File: src/rtl/replica_unpacker_if.sv
// +--------------------------------------------------------------------------+
// | replica_unpacker_if : packed-word in / byte-stream out bus               |
// | Revision 1.0                                                             |
// +--------------------------------------------------------------------------+
`default_nettype none

interface replica_unpacker_if #(
  parameter int WIDTH = 8,
  parameter int N_REP = 2,
  parameter int CNT_W = 8
);
  logic                         in_valid;
  logic                         in_ready;
  logic [WIDTH*(N_REP+1)-1:0]   in_data;
  logic                         out_valid;
  logic                         out_ready;
  logic [WIDTH-1:0]             out_data;
  logic                         out_last;
  logic                         out_err;
  logic [CNT_W-1:0]             err_cnt;

  modport slave (
    input  in_valid, in_data, out_ready,
    output in_ready, out_valid, out_data, out_last, out_err, err_cnt
  );

  modport master (
    output in_valid, in_data, out_ready,
    input  in_ready, out_valid, out_data, out_last, out_err, err_cnt
  );
endinterface

`default_nettype wire

File: src/rtl/replica_unpacker.sv
// +--------------------------------------------------------------------------+
// | replica_unpacker : splits {X, {N_REP{A}}} into bytes X, A; flags replicas |
// | Revision 1.0                                                             |
// +--------------------------------------------------------------------------+
`default_nettype none

module replica_unpacker #(
  parameter int WIDTH = 8,
  parameter int N_REP = 2,
  parameter int CNT_W = 8
) (
  input  logic                clk,
  input  logic                rst,
  replica_unpacker_if.slave   bus
);

  localparam int              IN_W    = WIDTH * (N_REP + 1);
  localparam logic [CNT_W-1:0] CNT_MAX = '1;

  typedef enum logic [1:0] {
    IDLE   = 2'd0,
    EMIT_X = 2'd1,
    EMIT_A = 2'd2
  } state_t;

  state_t            state_q;
  logic [WIDTH-1:0]  a_q;
  logic              mis_q;
  logic              out_valid_q;
  logic [WIDTH-1:0]  out_data_q;
  logic              out_last_q;
  logic              out_err_q;
  logic [CNT_W-1:0]  err_cnt_q;

  logic [WIDTH-1:0]  x_in;
  logic [WIDTH-1:0]  a_in;
  logic [N_REP-2:0]  diff;
  logic              mis_in;
  logic              accept;

  assign x_in = bus.in_data[IN_W-1 -: WIDTH];
  assign a_in = bus.in_data[N_REP*WIDTH-1 -: WIDTH];

  // Every lower replica is compared against the top one, which is the byte emitted.
  generate
    for (genvar i = 0; i < N_REP - 1; i++) begin : g_cmp
      assign diff[i] = (bus.in_data[i*WIDTH +: WIDTH] != a_in);
    end
  endgenerate

  assign mis_in = |diff;

  assign bus.in_ready = !rst && ((state_q == IDLE) ||
                                 ((state_q == EMIT_A) && bus.out_ready));
  assign accept       = bus.in_valid && bus.in_ready;

  always_ff @(posedge clk or posedge rst) begin
    if (rst) begin
      state_q     <= IDLE;
      a_q         <= '0;
      mis_q       <= 1'b0;
      out_valid_q <= 1'b0;
      out_data_q  <= '0;
      out_last_q  <= 1'b0;
      out_err_q   <= 1'b0;
      err_cnt_q   <= '0;
    end else begin
      if ((state_q == EMIT_A) && bus.out_ready && out_err_q && (err_cnt_q != CNT_MAX)) begin
        err_cnt_q <= err_cnt_q + 1'b1;
      end

      if (accept) begin
        a_q         <= a_in;
        mis_q       <= mis_in;
        out_valid_q <= 1'b1;
        out_data_q  <= x_in;
        out_last_q  <= 1'b0;
        out_err_q   <= 1'b0;
        state_q     <= EMIT_X;
      end else begin
        case (state_q)
          EMIT_X: begin
            if (bus.out_ready) begin
              out_data_q <= a_q;
              out_last_q <= 1'b1;
              out_err_q  <= mis_q;
              state_q    <= EMIT_A;
            end
          end
          EMIT_A: begin
            if (bus.out_ready) begin
              out_valid_q <= 1'b0;
              out_last_q  <= 1'b0;
              out_err_q   <= 1'b0;
              state_q     <= IDLE;
            end
          end
          IDLE:    state_q <= IDLE;
          default: state_q <= IDLE;
        endcase
      end
    end
  end

  assign bus.out_valid = out_valid_q;
  assign bus.out_data  = out_data_q;
  assign bus.out_last  = out_last_q;
  assign bus.out_err   = out_err_q;
  assign bus.err_cnt   = err_cnt_q;

endmodule

`default_nettype wire

File: src/flat_wrapper.sv
// flat-port wrapper written by rule: the top's interface ports become plain ports
module replica_unpacker_flat 
#(
  parameter int WIDTH = 8,
  parameter int N_REP = 2,
  parameter int CNT_W = 8
)
  (clk, rst, bus_in_valid, bus_in_data, bus_out_ready, bus_in_ready, bus_out_valid, bus_out_data, bus_out_last, bus_out_err, bus_err_cnt);
  replica_unpacker_if #(.WIDTH(WIDTH), .N_REP(N_REP), .CNT_W(CNT_W)) bus_i ();
  input  logic clk;
  input  logic rst;
  input wire logic [$bits(bus_i.in_valid)-1:0] bus_in_valid;
  input wire logic [$bits(bus_i.in_data)-1:0] bus_in_data;
  input wire logic [$bits(bus_i.out_ready)-1:0] bus_out_ready;
  output wire logic [$bits(bus_i.in_ready)-1:0] bus_in_ready;
  output wire logic [$bits(bus_i.out_valid)-1:0] bus_out_valid;
  output wire logic [$bits(bus_i.out_data)-1:0] bus_out_data;
  output wire logic [$bits(bus_i.out_last)-1:0] bus_out_last;
  output wire logic [$bits(bus_i.out_err)-1:0] bus_out_err;
  output wire logic [$bits(bus_i.err_cnt)-1:0] bus_err_cnt;
  assign bus_i.in_valid = bus_in_valid;
  assign bus_i.in_data = bus_in_data;
  assign bus_i.out_ready = bus_out_ready;
  assign bus_in_ready = bus_i.in_ready;
  assign bus_out_valid = bus_i.out_valid;
  assign bus_out_data = bus_i.out_data;
  assign bus_out_last = bus_i.out_last;
  assign bus_out_err = bus_i.out_err;
  assign bus_err_cnt = bus_i.err_cnt;
  replica_unpacker #(.WIDTH(WIDTH), .N_REP(N_REP), .CNT_W(CNT_W)) u_core (.clk(clk), .rst(rst), .bus(bus_i));
endmodule
File: config.mk
export PLATFORM = sky130hd
export DESIGN_NAME = replica_unpacker_flat
export DESIGN_NICKNAME = d
export VERILOG_FILES = /design/src/rtl/replica_unpacker_if.sv /design/src/rtl/replica_unpacker.sv /design/src/flat_wrapper.sv
export SDC_FILE = /design/constraint.sdc
export NUM_CORES = 1
export LEC_CHECK = 0
export BUFFER_PORTS_ARGS = -buffer_cell sky130_fd_sc_hd__buf_4
export CORE_MARGIN = 3
export CORE_UTILIZATION = 50
export DETAILED_ROUTE_END_ITERATION = 7
export PLACE_DENSITY_LB_ADDON = 0.15
export SLEW_MARGIN = 20
export SYNTH_ARGS = -nofsm -noshare
export SYNTH_HDL_FRONTEND = slang
export SYNTH_SLANG_ARGS = --single-unit
File: constraint.sdc
create_clock -name clk -period 2.87 [get_ports clk]
set_clock_uncertainty 0.2 [all_clocks]
set_input_delay 0.1435 -clock clk [delete_from_list [all_inputs] [get_ports clk]]
set_output_delay 0.1435 -clock clk [all_outputs]
set_load 0.01 [all_outputs]
# Yosys cells after proc, flatten, opt, wreduce, memory -nomap -nowiden
# Index checks and enable logic that the tools add are counted.
totals:
  word_cells: 47
  reg_bits: 30
  inputBits: 28
  output_inout_bits: 20
op_classes:
  mux: 16
  reduce_logical: 16
  n_addsub: 1
  eq_ne: 6
op_table:
  columns: ["cell", "count"]
  rows:
  - ["$mux W8", 3]
  - ["$add A8 B1 Y8 const B", 1]
  - ["$ne A8 B8 Y1", 1]
  - ["$ne A8 B8 Y1 const B", 1]
  - ["$mux W1", 7]
  - ["$mux W2", 3]
  - ["$ne A3 B2 Y1 const B", 2]
  - ["$reduce_and A2 Y1", 3]
  - ["$reduce_bool A2 Y1", 3]
  - ["$logic_and A1 B1 Y1", 5]
  - ["$pmux W1 S2", 2]
  - ["$pmux W2 S2", 1]
  - ["$reduce_and A3 Y1", 1]
  - ["$reduce_bool A3 Y1", 1]
  - ["$eq A2 B1 Y1 const B", 1]
  - ["$eq A2 B2 Y1 const B", 1]
  - ["$logic_not A2 Y1", 1]
  - ["$logic_not A1 Y1", 1]
  - ["$logic_or A1 B1 Y1", 1]

# Logic depth before layout (Yosys ltp)
logic_depth:
  depth_word: 7
  ltp_mapped: 7

# Worst setup path after synthesis
# OpenSTA, ideal clock, no wires.
synth_timing:
  kind: "register -> register"
  from: "reg u_core.state_q[0]"
  to: "reg u_core.err_cnt_q[7] (netlist: u_core.bus.err_cnt[7])"
  path_stages_with_launch: 7
  setup_slack_ps: 1069
  required_ps: 2545
  t_arrival_ps: 1476
  cell_sequence: "dfrtp_1 -> buf_4 -> and4b_1 -> buf_6 -> and4_4 -> and2_4 -> mux2_4"
synth_via:
  elab_chain_len: 4
synth_lines:
  columns: ["element", "line_no", "rtl"]
  rows:
  - ["from (decl)", "replica_unpacker.sv:26", "state_t state_q;"]
  - ["from (signal assigned)", "replica_unpacker.sv:59", "state_q <= IDLE;"]
  - ["from (signal assigned)", "replica_unpacker.sv:79", "state_q <= EMIT_X;"]
  - ["from (signal assigned)", "replica_unpacker.sv:87", "state_q <= EMIT_A;"]
  - ["$eq A2 B2 Y1", "replica_unpacker.sv:68", "if ((state_q == EMIT_A) && bus.out_ready && out_err_q && (err_cnt_q != CNT_MAX)) begin"]
  - ["$logic_and A1 B1 Y1 (3 in a row)", "replica_unpacker.sv:68", null]
  - ["to (signal assigned)", "replica_unpacker.sv:69", "err_cnt_q <= err_cnt_q + 1'b1;"]
  - ["to (decl)", "replica_unpacker.sv:33", "logic [CNT_W-1:0] err_cnt_q;"]
# No other way between the ends.
# A chain may end at the register's enable or synchronous reset.

# Final worst setup path
layout_timing:
  from: "in bus_in_data[14]"
  to: "reg u_core.mis_q"
layout_via:
  elab_chain_len: 1
layout_lines:
  columns: ["element", "line_no", "rtl"]
  rows:
  - ["from (decl)", "flat_wrapper.sv:13", "input wire logic [$bits(bus_i.in_data)-1:0] bus_in_data;"]
  - ["$ne A8 B8 Y1", "replica_unpacker.sv:47", "assign diff[i] = (bus.in_data[i*WIDTH +: WIDTH] != a_in);"]
  - ["to (signal assigned)", "replica_unpacker.sv:74", "mis_q <= mis_in;"]
  - ["to (decl)", "replica_unpacker.sv:28", "logic mis_q;"]
# No other way between the ends.

==> summary by stage <==
Outcome
The run finished with clean final reports.

Logic synthesis
The number of instances in the synthesized netlist is 151. After synthesis the netlist holds a flip-flop and latch count of 30. Counting instances in the post-synthesis netlist gives the leading cell types as 36 x sky130_fd_sc_hd__nand2_1, 30 x sky130_fd_sc_hd__dfrtp_1, 12 x sky130_fd_sc_hd__o21ai_0, 12 x sky130_fd_sc_hd__xnor2_1. The Yosys warning count is 0.

The cell with the most instances after synthesis is sky130_fd_sc_hd__nand2_1. The main flop type after synthesis is sky130_fd_sc_hd__dfrtp_1. Counting distinct cell types in the post-synthesis netlist gives 29. The synthesized area per cell is just under 10 um2. The share of flip-flops with an asynchronous set or reset is 100%. When the netlist entered floorplanning its net count stood at between 150 and 200. By area the synthesized netlist is led by sky130_fd_sc_hd__dfrtp_1 52%, sky130_fd_sc_hd__nand2_1 9.3%, sky130_fd_sc_hd__xnor2_1 7.2%. The biggest area contributor in the post-synthesis netlist is sky130_fd_sc_hd__dfrtp_1. The sequential-to-total area share from yosys stat is 51.5%.

Of the post-synthesis cell area, the dominant cell type holds a little over 50%. The number of synthesized flops with an enable pin is 0. The post-synthesis cell area is 0.00146 mm2.

STA
The final-report hold violation count came to 0. For the final routed database, the setup TNS stands at 0 ps. For this run, the top clock speed supported by timing is 417 MHz. The smallest clock period supported by the final layout is computed as 2400 ps. The count of pins over their slew limit is 0.

The smallest setup slack after layout is 474 ps. The final worst hold slack is 34.7 ps. The final cycle utilization of the critical path is between 80% and 90%. Setup violations remaining at the end of the flow were counted as 0. In this run the tightest slew margin relative to its limit is 47.5%. For the pin with the worst max-slew slack, the measured transition is 787 ps. Setup repair after global routing left no endpoint under its margin.

Clocking
The maximum level of the CTS H-tree is 2. The clock reaches the later pin of the worst-skew pair after ~320 ps. The number of gates resized after CTS is 0.

TritonCTS built the clock tree. The buffer cell driving the clock tree root is sky130_fd_sc_hd__clkbuf_4. The clock net in this run drives a total of 30 sinks. The number of buffers inserted during clock tree synthesis is 5. The largest buffer count on any clock path is 2. The clock-pin slew reported for the worst setup and hold paths after clock tree synthesis is 90 ps.

Global routing
The global-route wire length before repair is 5.84 mm. The maximum number of pins on one net before global-route repair is 31. Global routing used 22.3% of the available tracks. The number of global-route vias before repair is 1355. The number of antenna violations at the first check in global routing is 0.

Summed over all layers, the global routing overflow is 0.

Hold path
The worst min-delay path class is input port to flip-flop. The hold path startpoint is bus_in_valid.

Drt
In the routed layout, each cell is associated on average with a via count of 5.45. The count of nets left with antenna violations once routing finished came out at 0. Dividing the detail-routed wire length by the instance count gives 14.2 um.

The number of iterations in the first detailed-routing pass is 4. The first-iteration detailed-routing DRC count is 69. For this block, the via count after detailed routing is 1356. The DRC violations left is 0. Wires add up to 3.54 mm.

Placement
In this run the tool buffered the top-level ports with 47 buffer cells. Once detailed placement completed, the half-perimeter wirelength came to 2.17 mm. Prior to clock tree synthesis, the placed netlist has a worst setup slack of 908 ps. The routability-driven placement congestion ratio is 0.810.

The number of placed instances, taps included, is 221.

Setup path
The critical-path maximum fanout is 2. The startpoint of the lowest-slack register-to-register path is u_core.state_q[0]. For the worst setup path, the data arrival time is 2420 ps. The required time of the worst setup path is just under 3000 ps. On the worst path, the slowest cell contributes a delay of 590 ps. The nature of the critical path endpoint is a flip-flop. The critical path is of the input port to flip-flop type. Tracing the worst setup path back leads to its startpoint at bus_in_data[14]. STA classifies the critical path startpoint as an input port. Traced cell by cell, the critical path runs through dlygate4sd3_1 -> buf_4 -> xnor2_1 -> nand4_1 -> dlygate4sd3_1 -> nor3_1 -> dlygate4sd3_1 -> nor2_1.

Among all stages on the critical path, the largest delay is contributed by sky130_fd_sc_hd__dlygate4sd3_1. The critical path's most frequent cell is sky130_fd_sc_hd__dlygate4sd3_1.

Flow run
The number of violations of the max-capacitance limit is 0.

Final layout
The count of antenna diodes in the layout is 0. The net total in the final layout is 248. In the final layout, the share of cells above drive strength 1 is 26.5%. Excluding fillers, the count of instances in the completed layout stands at 249. Compared with the post-synthesis result, the final layout area differs by 41.5%.

Pwr
The final total power is 1.23 mW. The worst-case IR drop observed on VDD is 0.000551 V. In this run the static leakage power is 1.01 nW. Power spread over the standard cell area amounts to between 500 and 600 mW/mm2.

Die
In this run the count of I/O pins placed on the die edge is 48. The floorplan step defined a die boundary enclosing approximately 0.0036 mm2. In this run the core area contains 18 standard-cell rows. The die outline width is 60.0 um. For this configuration, the core starts out at a cell density of a little under three fifths. The vertical extent of the die is 60.0 um.

The core footprint is 0.00261 mm2.
==> through the flow <==
step	cell area (um2)	utilization, %
after floorplan	1460	-
after global placement	1810	69.2
after detailed placement	1810	69.2
after CTS	2060	79.0
after global routing	2060	79.0
final	2060	79.0
==> cells in the final DEF (no fill, tap or decap), drive strengths merged <==
cell type	count
nand4	4
buf	48
dfrtp	30
nand3	5
a21oi	6
nor2	6
a311oi	1
inv	5
xnor2	12
mux2	3
clkbuf	7
and3	1
nand2	36
a31oi	1
nand2b	4
mux2i	6
o21ai	12
and4b	1
o211ai	3
nor3	1
dlygate4sd3	21
and4	3
and2	2
ha	1
==> critical path: cells and delay by family <==
family / cells / cell delay, ps
xor gates and xnor gates: 1 / 140
and+or+nand+nor: 3 / 300
buffers and inverters: 4 / 1830
==> flip-flops by register name (all words and copies together) (netlist names) <==
| name | cells |
|---|---|
| u_core.state_q | 2 |
| u_core.a_q | 8 |
| u_core.mis_q | 1 |
| u_core.bus.out_valid | 1 |
| u_core.bus.err_cnt | 8 |
| u_core.bus.out_last | 1 |
| u_core.bus.out_err | 1 |
| u_core.bus.out_data | 8 |
==> power breakdown <==
group / total [mW] / switching, mW / internal (mW)
Sequential: 0.606 / 0.0787 / 0.527
Clock: 0.224 / 0.132 / 0.0921
Combinational: 0.398 / 0.185 / 0.213
==> kinds of logic (layout without fill, tap and decap cells) <==
kind of cell | after synthesis | in the layout | synth area share [%]
multiplexers | 9 | 9 | 6.70
buffers and inverters | 13 | 81 | 4.55
XOR/XNOR | 12 | 12 | 7.21
adder cells (fa/ha/maj) | 1 | 1 | 0.858
flip-flops | 30 | 30 | 51.5
AO/OA/AOI/OAI | 23 | 23 | 8.76
AND/OR/NAND/NOR | 63 | 63 | 20.4
==> area by class of cell <==
class                      count  area (um2)
clock buffer                   7        45.0
fill                         172         549
inverter                       5        18.8
multi-input combinational    108         641
sequential                    30         751
tap                           30        37.5
timing repair buffer          69         571
==> metal layers <==
metal	vias up	wire length [um]	part of all wire, %	track usage (%)
met3	9	197	5.6	6.26
met4	0	84	2.4	8.54
met1	653	1440	41	24.6
met2	50	1830	52	40.0
li1	644	-	-	-
met5	-	0	0	0
==> final timing paths <==
kind | depth (start not counted) | endpoint | slack [ps]
max in group asynchronous | 4 | u_core.a_q[2] | 1890
max reg2reg | 5 | u_core.mis_q | 530
max | 8 | u_core.mis_q | 470
min | 4 | u_core.bus.out_err | 30
min in group asynchronous | 4 | u_core.bus.out_valid | 280
min reg2reg | 2 | u_core.a_q[0] | 280
==> what timing repair did <==
| item | 4_1_cts | 5_1_grt |
|---|---|---|
| hold endpoints to repair | 50 | 0 |
| hold buffers | 21 | 0 |
| buffers inserted | 0 | 0 |
Note: power is estimated with default switching activity, not from simulation.
